<file path="config.mk">
export PLATFORM = sky130hd
export DESIGN_NAME = lane_deskew
export DESIGN_NICKNAME = d
export VERILOG_FILES = /design/src/rtl/lane_deskew_pkg.sv /design/src/rtl/delay_chain.sv /design/src/rtl/lane_deskew.sv
export SDC_FILE = /design/constraint.sdc
export NUM_CORES = 1
export LEC_CHECK = 0
export ABC_AREA = 1
export BUFFER_PORTS_ARGS = -buffer_cell sky130_fd_sc_hd__buf_4
export CORE_MARGIN = 1
export CORE_UTILIZATION = 30
export CTS_BUF_LIST = sky130_fd_sc_hd__clkbuf_16
export DETAILED_ROUTE_END_ITERATION = 6
export GPL_TIMING_DRIVEN = 0
export MAX_ROUTING_LAYER = met4
export PLACE_DENSITY = 0.47
export RECOVER_POWER = 25
export SLEW_MARGIN = 40
export SYNTH_ARGS = -nofsm -noshare
export SYNTH_HDL_FRONTEND = slang
export SYNTH_SLANG_ARGS = --single-unit
</file>
<file path="constraint.sdc">
create_clock -name clk -period 1.8 [get_ports clk]
set_input_delay 0.36 -clock clk [delete_from_list [all_inputs] [get_ports clk]]
set_output_delay 0.36 -clock clk [all_outputs]
set_load 0.03 [all_outputs]
</file>
<file path="src/rtl/lane_deskew_pkg.sv">
// Shared skew/deskew definitions: lane packing macro, skew convention, beat classes.
// Latency: none (declarations only).
// Backpressure: none (declarations only).
//
// LANE(i) selects lane i of a packed LN*DW vector. It relies on a DW that is
// visible where the macro is expanded, so the skew side and the deskew side
// agree on packing without passing the width around.
`ifndef LANE_DESKEW_LANE_MACRO
`define LANE_DESKEW_LANE_MACRO
`define LANE(i) ((i)*DW) +: DW
`endif

package lane_deskew_pkg;

    // Skew convention shared with the upstream skew side: lane i lags by i cycles.
    localparam int SKEW_PER_LANE = 1;

    // The error counter is a fixed 8-bit saturating counter.
    localparam int         ERR_CNT_W   = 8;
    localparam logic [7:0] ERR_CNT_MAX = 8'hFF;

    // Outcome of evaluating one aligned valid vector.
    typedef enum logic [1:0] {
        BEAT_NONE = 2'd0,   // no lane valid
        BEAT_FULL = 2'd1,   // every lane valid: emit an aligned beat
        BEAT_PART = 2'd2    // some but not all lanes valid: diagonal broken
    } beat_kind_t;

    // Skew applied upstream to a given lane.
    function automatic int lane_skew(input int lane);
        return lane * SKEW_PER_LANE;
    endfunction

    // Stages needed on a lane so that every lane sees the same total delay
    // as the most-skewed lane (ln-1).
    function automatic int deskew_depth(input int ln, input int lane);
        return lane_skew(ln - 1) - lane_skew(lane);
    endfunction

endpackage

</file>
<file path="src/rtl/delay_chain.sv">
// Fixed-length shift register of DN stages; each stage holds a DW-bit word.
// Latency: DN cycles from lane_dat to dly_dat.
// Backpressure: none; a word enters every cycle.
//
// Ports: clk, rst_n (async active-low), clr (sync clear of every stage),
//        lane_dat (word in), dly_dat (word delayed by DN cycles).
// DN must be at least 1; zero-delay paths are wired directly by the caller.
module delay_chain #(
    parameter int DW = 8,
    parameter int DN = 1
) (
    input  logic          clk,
    input  logic          rst_n,
    input  logic          clr,
    input  logic [DW-1:0] lane_dat,
    output logic [DW-1:0] dly_dat
);

    logic [DW-1:0] stage [DN];

    always_ff @(posedge clk or negedge rst_n) begin
        if (!rst_n) begin
            for (int s = 0; s < DN; s++) begin
                stage[s] <= '0;
            end
        end else if (clr) begin
            for (int s = 0; s < DN; s++) begin
                stage[s] <= '0;
            end
        end else begin
            stage[0] <= lane_dat;
            for (int s = 1; s < DN; s++) begin
                stage[s] <= stage[s-1];
            end
        end
    end

    assign dly_dat = stage[DN-1];

endmodule

</file>
<file path="src/rtl/lane_deskew.sv">
// Removes the per-lane diagonal skew and emits one aligned, registered beat; flags broken diagonals.
// Latency: lane i is delayed LN-1-i stages plus the output register (lane 0: LN cycles, lane LN-1: 1).
// Backpressure: none; the consumer must take every out_vld cycle.
//
// Ports:
//   clk, rst_n   clock, async active-low reset
//   clr          sync clear of the delay stages, output flags and both counters
//   in_vld       per-lane valid, bit i = lane i
//   in_data      packed lanes, lane i = in_data[LANE(i)]
//   out_vld      registered aligned-beat valid
//   out_data     registered aligned vector (same packing), holds when no beat
//   err          one-cycle pulse for a misaligned (partial) beat
//   beat_cnt     aligned beats emitted, wraps
//   err_cnt      misaligned beats, saturates at 255
module lane_deskew
    import lane_deskew_pkg::*;
#(
    parameter int DW = 8,
    parameter int LN = 4,
    parameter int CW = 16
) (
    input  logic             clk,
    input  logic             rst_n,
    input  logic             clr,
    input  logic [LN-1:0]    in_vld,
    input  logic [LN*DW-1:0] in_data,
    output logic             out_vld,
    output logic [LN*DW-1:0] out_data,
    output logic             err,
    output logic [CW-1:0]    beat_cnt,
    output logic [7:0]       err_cnt
);

    // Aligned (deskewed) valid and data, combinational from the delay stages.
    logic [LN-1:0]    a_vld;
    logic [LN*DW-1:0] a_data;

    beat_kind_t beat_kind;

    // ------------------------------------------------------------------
    // Per-lane deskew: each lane carries {valid, data} through its chain so
    // that valid and data stay paired stage by stage.
    // ------------------------------------------------------------------
    for (genvar i = 0; i < LN; i++) begin : g_lane
        localparam int DN = deskew_depth(LN, i);

        if (DN == 0) begin : g_direct
            // Most-skewed lane already arrives last; no stages needed.
            assign a_vld[i]            = in_vld[i];
            assign a_data[`LANE(i)]    = in_data[`LANE(i)];
        end else begin : g_chain
            logic [DW:0] dly;

            delay_chain #(
                .DW (DW + 1),
                .DN (DN)
            ) u_dly (
                .clk      (clk),
                .rst_n    (rst_n),
                .clr      (clr),
                .lane_dat ({in_vld[i], in_data[`LANE(i)]}),
                .dly_dat  (dly)
            );

            assign a_vld[i]         = dly[DW];
            assign a_data[`LANE(i)] = dly[DW-1:0];
        end
    end

    // ------------------------------------------------------------------
    // Classify the aligned valid vector.
    // ------------------------------------------------------------------
    always_comb begin
        beat_kind = BEAT_PART;
        if (&a_vld) begin
            beat_kind = BEAT_FULL;
        end else if (a_vld == '0) begin
            beat_kind = BEAT_NONE;
        end
    end

    // ------------------------------------------------------------------
    // Output flags and counters. clr drops whatever beat is being evaluated
    // in the same cycle, so it sits ahead of the classification update.
    // ------------------------------------------------------------------
    always_ff @(posedge clk or negedge rst_n) begin
        if (!rst_n) begin
            out_vld  <= 1'b0;
            err      <= 1'b0;
            beat_cnt <= '0;
            err_cnt  <= '0;
        end else if (clr) begin
            out_vld  <= 1'b0;
            err      <= 1'b0;
            beat_cnt <= '0;
            err_cnt  <= '0;
        end else begin
            out_vld <= (beat_kind == BEAT_FULL);
            err     <= (beat_kind == BEAT_PART);

            if (beat_kind == BEAT_FULL) begin
                beat_cnt <= beat_cnt + 1'b1;   // natural wrap at 2^CW
            end

            if ((beat_kind == BEAT_PART) && (err_cnt != ERR_CNT_MAX)) begin
                err_cnt <= err_cnt + 1'b1;
            end
        end
    end

    // Output data only moves on a full beat; lanes with valid 0 never load it.
    // clr leaves the last aligned vector in place.
    always_ff @(posedge clk or negedge rst_n) begin
        if (!rst_n) begin
            out_data <= '0;
        end else if (!clr && (beat_kind == BEAT_FULL)) begin
            out_data <= a_data;
        end
    end

endmodule
</file>
==> results.toml <==
[critical_path]
worst_path_largest_cell_delay_ns = 0.42
path_common_cell = "sky130_fd_sc_hd__nand2_1"
cp-end-kind = "flop"
critical_path.max_fanout = 4
startpoint_type = "flop"
crit_chain = "ha_1 > nand2_2 > inv_2 > nand2_1 > nor2_2 > nor2_1 > nor2_2 > nand2_1 > nand2_1"
worst_r2r_path_depth = 9
setup.worst_path.class = "flop to flop"
worst-endpoint-required_ns = 2.05
cp_data_arrival_time_ns = 1.75
timing.critical_path.slowest_stage_cell = "sky130_fd_sc_hd__dfrtp_1"
reg2reg_setup_slack_ns = 0.29
reg2reg_to = "err_cnt[7]"
critical_path.reg2reg.startpoint = "err_cnt[0]"
timing.critical_path.from = "err_cnt[0]"

[hold_path]
min_path_cells = 3
worst_hold_startpoint = "in_data[24]"
timing.hold.worst_endpoint = "out_data[24]"
min_delay_worst_type = "input pin to flop"

[routing]
route.detailed.drc = 0
routed_wire_length_per_instance_um = 11.9
drt-pass1-iter-count = 4
route.detailed.vias_per_inst = 4.17
route.final.wire_length_mm = 9.63
dr_total_vias = 3371
detail-route-antenna-nets = 0
dr.first_iter.drc_count = 199

[synthesis]
synth_compound_area_share_pct = 2.76
ys_ff_latch = 112
synthSimpleGateAreaFrac_pct = 24.9
synth.yosys.seq_area_share_pct = 62.5
post_synth.cell_area_avg_um2 = 8.79
synth_most_common_cell = "sky130_fd_sc_hd__nand2_1"
synth_top_family_by_area = "simple AND/OR/NAND/NOR gates"
netlist_instances = 510
muxShareOfSynthArea_pct = 0
yosysTopAreaCellShare_pct = 62.5
summed_instance_area_of_the_synthesized_netlist_um2 = 4480
syn_nets = 551
asyncSetResetFlopFracSynth_pct = 100
yosysUniqueCellTypes = 26
ys_top_cells_by_count = "sky130_fd_sc_hd__nand2_1 (152), sky130_fd_sc_hd__dfrtp_1 (112), sky130_fd_sc_hd__nor2_1 (88)"
number_of_enable_type_register_cells_in_the_synthesized_netlist = 0
synth_fa_ha_area_share_pct = 0.558
synth-xor-area-share_pct = 0.391
synth-main-ff-cell = "sky130_fd_sc_hd__dfrtp_1"
synth_top_cell_by_area = "sky130_fd_sc_hd__dfrtp_1"
synthTopCellsByArea = "sky130_fd_sc_hd__dfrtp_1 (63%), sky130_fd_sc_hd__nand2_1 (13%), sky130_fd_sc_hd__nor2_1 (7.4%), sky130_fd_sc_hd__inv_1 (6.9%), sky130_fd_sc_hd__nand3_1 (1.5%)"
yosys_warnings = 0

[layout]
final.fill_count = 1540
drive_above_1_share_pct = 21.3
fin_nets = 660
antenna-diode-count = 0
final_core_util_pct = 39.5
finish.cell_count_without_fillers = 808
area_growth_pct = 28.1

[timing]
final.setup.tns_ns = 0
slew_headroom_pct = 60.0
rsz_0062_raised_after_global_routing = "false"
max_freq_mhz = 663
period_share_pct = 83.8
timing.final.setup_violations = 0
postLayoutSetupSlackWorst_ns = 0.291
final_worst_path_period_need_ns = 1.51
worst_case_clock_skew_ns = 0.00629
worst-slew-pin-transition_ns = 0.600
final_hold_viol_count = 0
number_of_pins_with_negative_max_slew_slack_in_the_final_report = 0

[floorplanning]
io_pins = 97
initial_core_util_pct = 30.9
floorplan.core_area_um2 = 14500
fp-row-count = 44
die-height_um = 124
dieArea_um2 = 15400
die_width_um = 124

[placed_design]
dpl_worst_slack_ns = 0.296
detailedPlacementHpwl_mm = 6.84
place.gp.congestion = 0.790
place.detailed.instances = 791
place.port_buffers = 96

[cts]
cts_repair_resize_count = 0
cts_htree_levels = 3
clock_sinks = 112
cts_tree = "yes"
clock_insertion_delay_worst_skew_ns = 0.35
clock_edge_transition_at_the_registers_on_the_reported_setup_and_hold_paths_ns = 0.07
post_cts.repair.setup_buffers = 0
clock-root-buffer = "sky130_fd_sc_hd__clkbuf_16"
max-clock-path-buffers = 2
tritoncts.num_buffers = 9

[power_and_ir_drop]
fin_total_pwr_mw = 4.79
power.leakage_nw = 3.22
powerDensity_nw_per_um2 = 834
vdd.ir_drop.worst_uv = 441

[global_route]
grt_util_all_layers_pct = 14.2
grt.overflow.total = 0
initial_antenna_violation_count = 0
first_pass_grt_wire_length_mm = 16.9
grt_pass1_vias = 3431
grt_start_max_net_pins = 76

[job]
drv_cap = 0

[status]
status = "completed"
==> registers in the layout, summed over array words and instances (netlist names) <==
name                          flops
err_cnt                           8
out_vld                           1
err                               1
g_lane.g_chain.u_dly.stage       27
beat_cnt                         16
out_data                         32
g_lane.g_chain.u_dly.dly_dat     27
==> how the worst max path moves through the flow <==
stage	end	cells past startpoint
after CTS	err_cnt[7]	9
after global routing	err_cnt[7]	9
final	err_cnt[7]	9
after global placement	g_lane[0].g_chain.u_dly.stage[25]	1
after floorplan	err_cnt[7]	9
after detailed placement	err_cnt[4]	8
==> cells by family (layout without fill, tap and decap cells) <==
kind of cell | after synthesis | in the layout
and+or+nand+nor | 273 | 273
xor gates and xnor gates | 2 | 2
adders and majority gates | 2 | 2
AOI/OAI and AO/OA | 22 | 22
DFF | 112 | 112
buffers and inverters | 99 | 213
==> worst max-delay path: cells and delay by family, from the launching register on <==
| kind | cells | cell delay, ns |
|---|---|---|
| adder cells (fa/ha/maj) | 1 | 0.24 |
| buffers and inverters | 1 | 0.06 |
| flip-flops | 1 | 0.42 |
| AND/OR/NAND/NOR | 7 | 0.68 |
==> cells in the final DEF, fill, tap and decap left out <==
master                          count
sky130_fd_sc_hd__clkinv_1           2
sky130_fd_sc_hd__dfrtp_1          112
sky130_fd_sc_hd__buf_4             97
sky130_fd_sc_hd__buf_2              4
sky130_fd_sc_hd__nand3_1           13
sky130_fd_sc_hd__nor2_1            88
sky130_fd_sc_hd__dlygate4sd3_1      1
sky130_fd_sc_hd__buf_1              1
sky130_fd_sc_hd__xor2_1             2
sky130_fd_sc_hd__inv_8              1
sky130_fd_sc_hd__clkbuf_1           6
sky130_fd_sc_hd__nor2_2             5
sky130_fd_sc_hd__nand2_1          152
sky130_fd_sc_hd__nor2_4             2
sky130_fd_sc_hd__nand2_2            3
sky130_fd_sc_hd__o21ai_0           11
sky130_fd_sc_hd__a22o_1             1
sky130_fd_sc_hd__inv_2              3
sky130_fd_sc_hd__nand3_2            2
sky130_fd_sc_hd__o21bai_1           1
sky130_fd_sc_hd__buf_8              1
sky130_fd_sc_hd__ha_1               2
sky130_fd_sc_hd__buf_6              1
sky130_fd_sc_hd__clkinvlp_4         1
sky130_fd_sc_hd__o21ba_1            1
sky130_fd_sc_hd__inv_1             83
sky130_fd_sc_hd__inv_6              1
sky130_fd_sc_hd__nand2_4            1
sky130_fd_sc_hd__buf_16             1
sky130_fd_sc_hd__a21oi_1            7
sky130_fd_sc_hd__clkbuf_16          9
sky130_fd_sc_hd__nor3b_1            1
sky130_fd_sc_hd__nand4_1            6
sky130_fd_sc_hd__clkinv_4           1
sky130_fd_sc_hd__o21a_1             1
==> final cells by class <==
| cell class | instances | area [um2] | share of cell area (%) |
|---|---|---|---|
| Tap cell | 184 | 230 | 4.01 |
| Sequential cell | 112 | 2800 | 48.8 |
| Clock buffer | 9 | 225 | 3.92 |
| Clock inverter | 7 | 47.5 | 0.828 |
| Multi-Input combinational cell | 299 | 1280 | 22.3 |
| Buffer | 14 | 76.3 | 1.33 |
| Inverter | 85 | 319 | 5.55 |
| Timing Repair Buffer | 98 | 762 | 13.3 |
==> repair_timing <==
item                                    CTS  global route
endpoints found under the hold margin    37             0
endpoints found under the setup margin    0             0
hold buffers                              1             0
==> metrics by stage <==
step	instance area, um2	hold WS (ns)
after floorplan	4480	0.0644
after global placement	5440	0.424
after detailed placement	5470	0.264
after CTS	5750	0.184
after global routing	5740	0.202
final	5740	0.198
==> where the power goes <==
group / internal [mW] / leakage, nW / switching [mW]
sequential: 2.58 / 1.52 / 0.0263
combinational: 0.120 / 1.57 / 0.186
clock: 0.943 / 0.134 / 0.937
==> routing by layer <==
layer / vias to the layer above / global-route usage, % / routed length, um
li1: 1724 / - / -
met1: 1554 / 18.0 / 4500
met2: 80 / 21.8 / 4500
met3: 13 / 3.87 / 478
met4: 0 / 5.03 / 155
met5: - / - / 0
No activity file was read; power rests on OpenSTA's default activity.
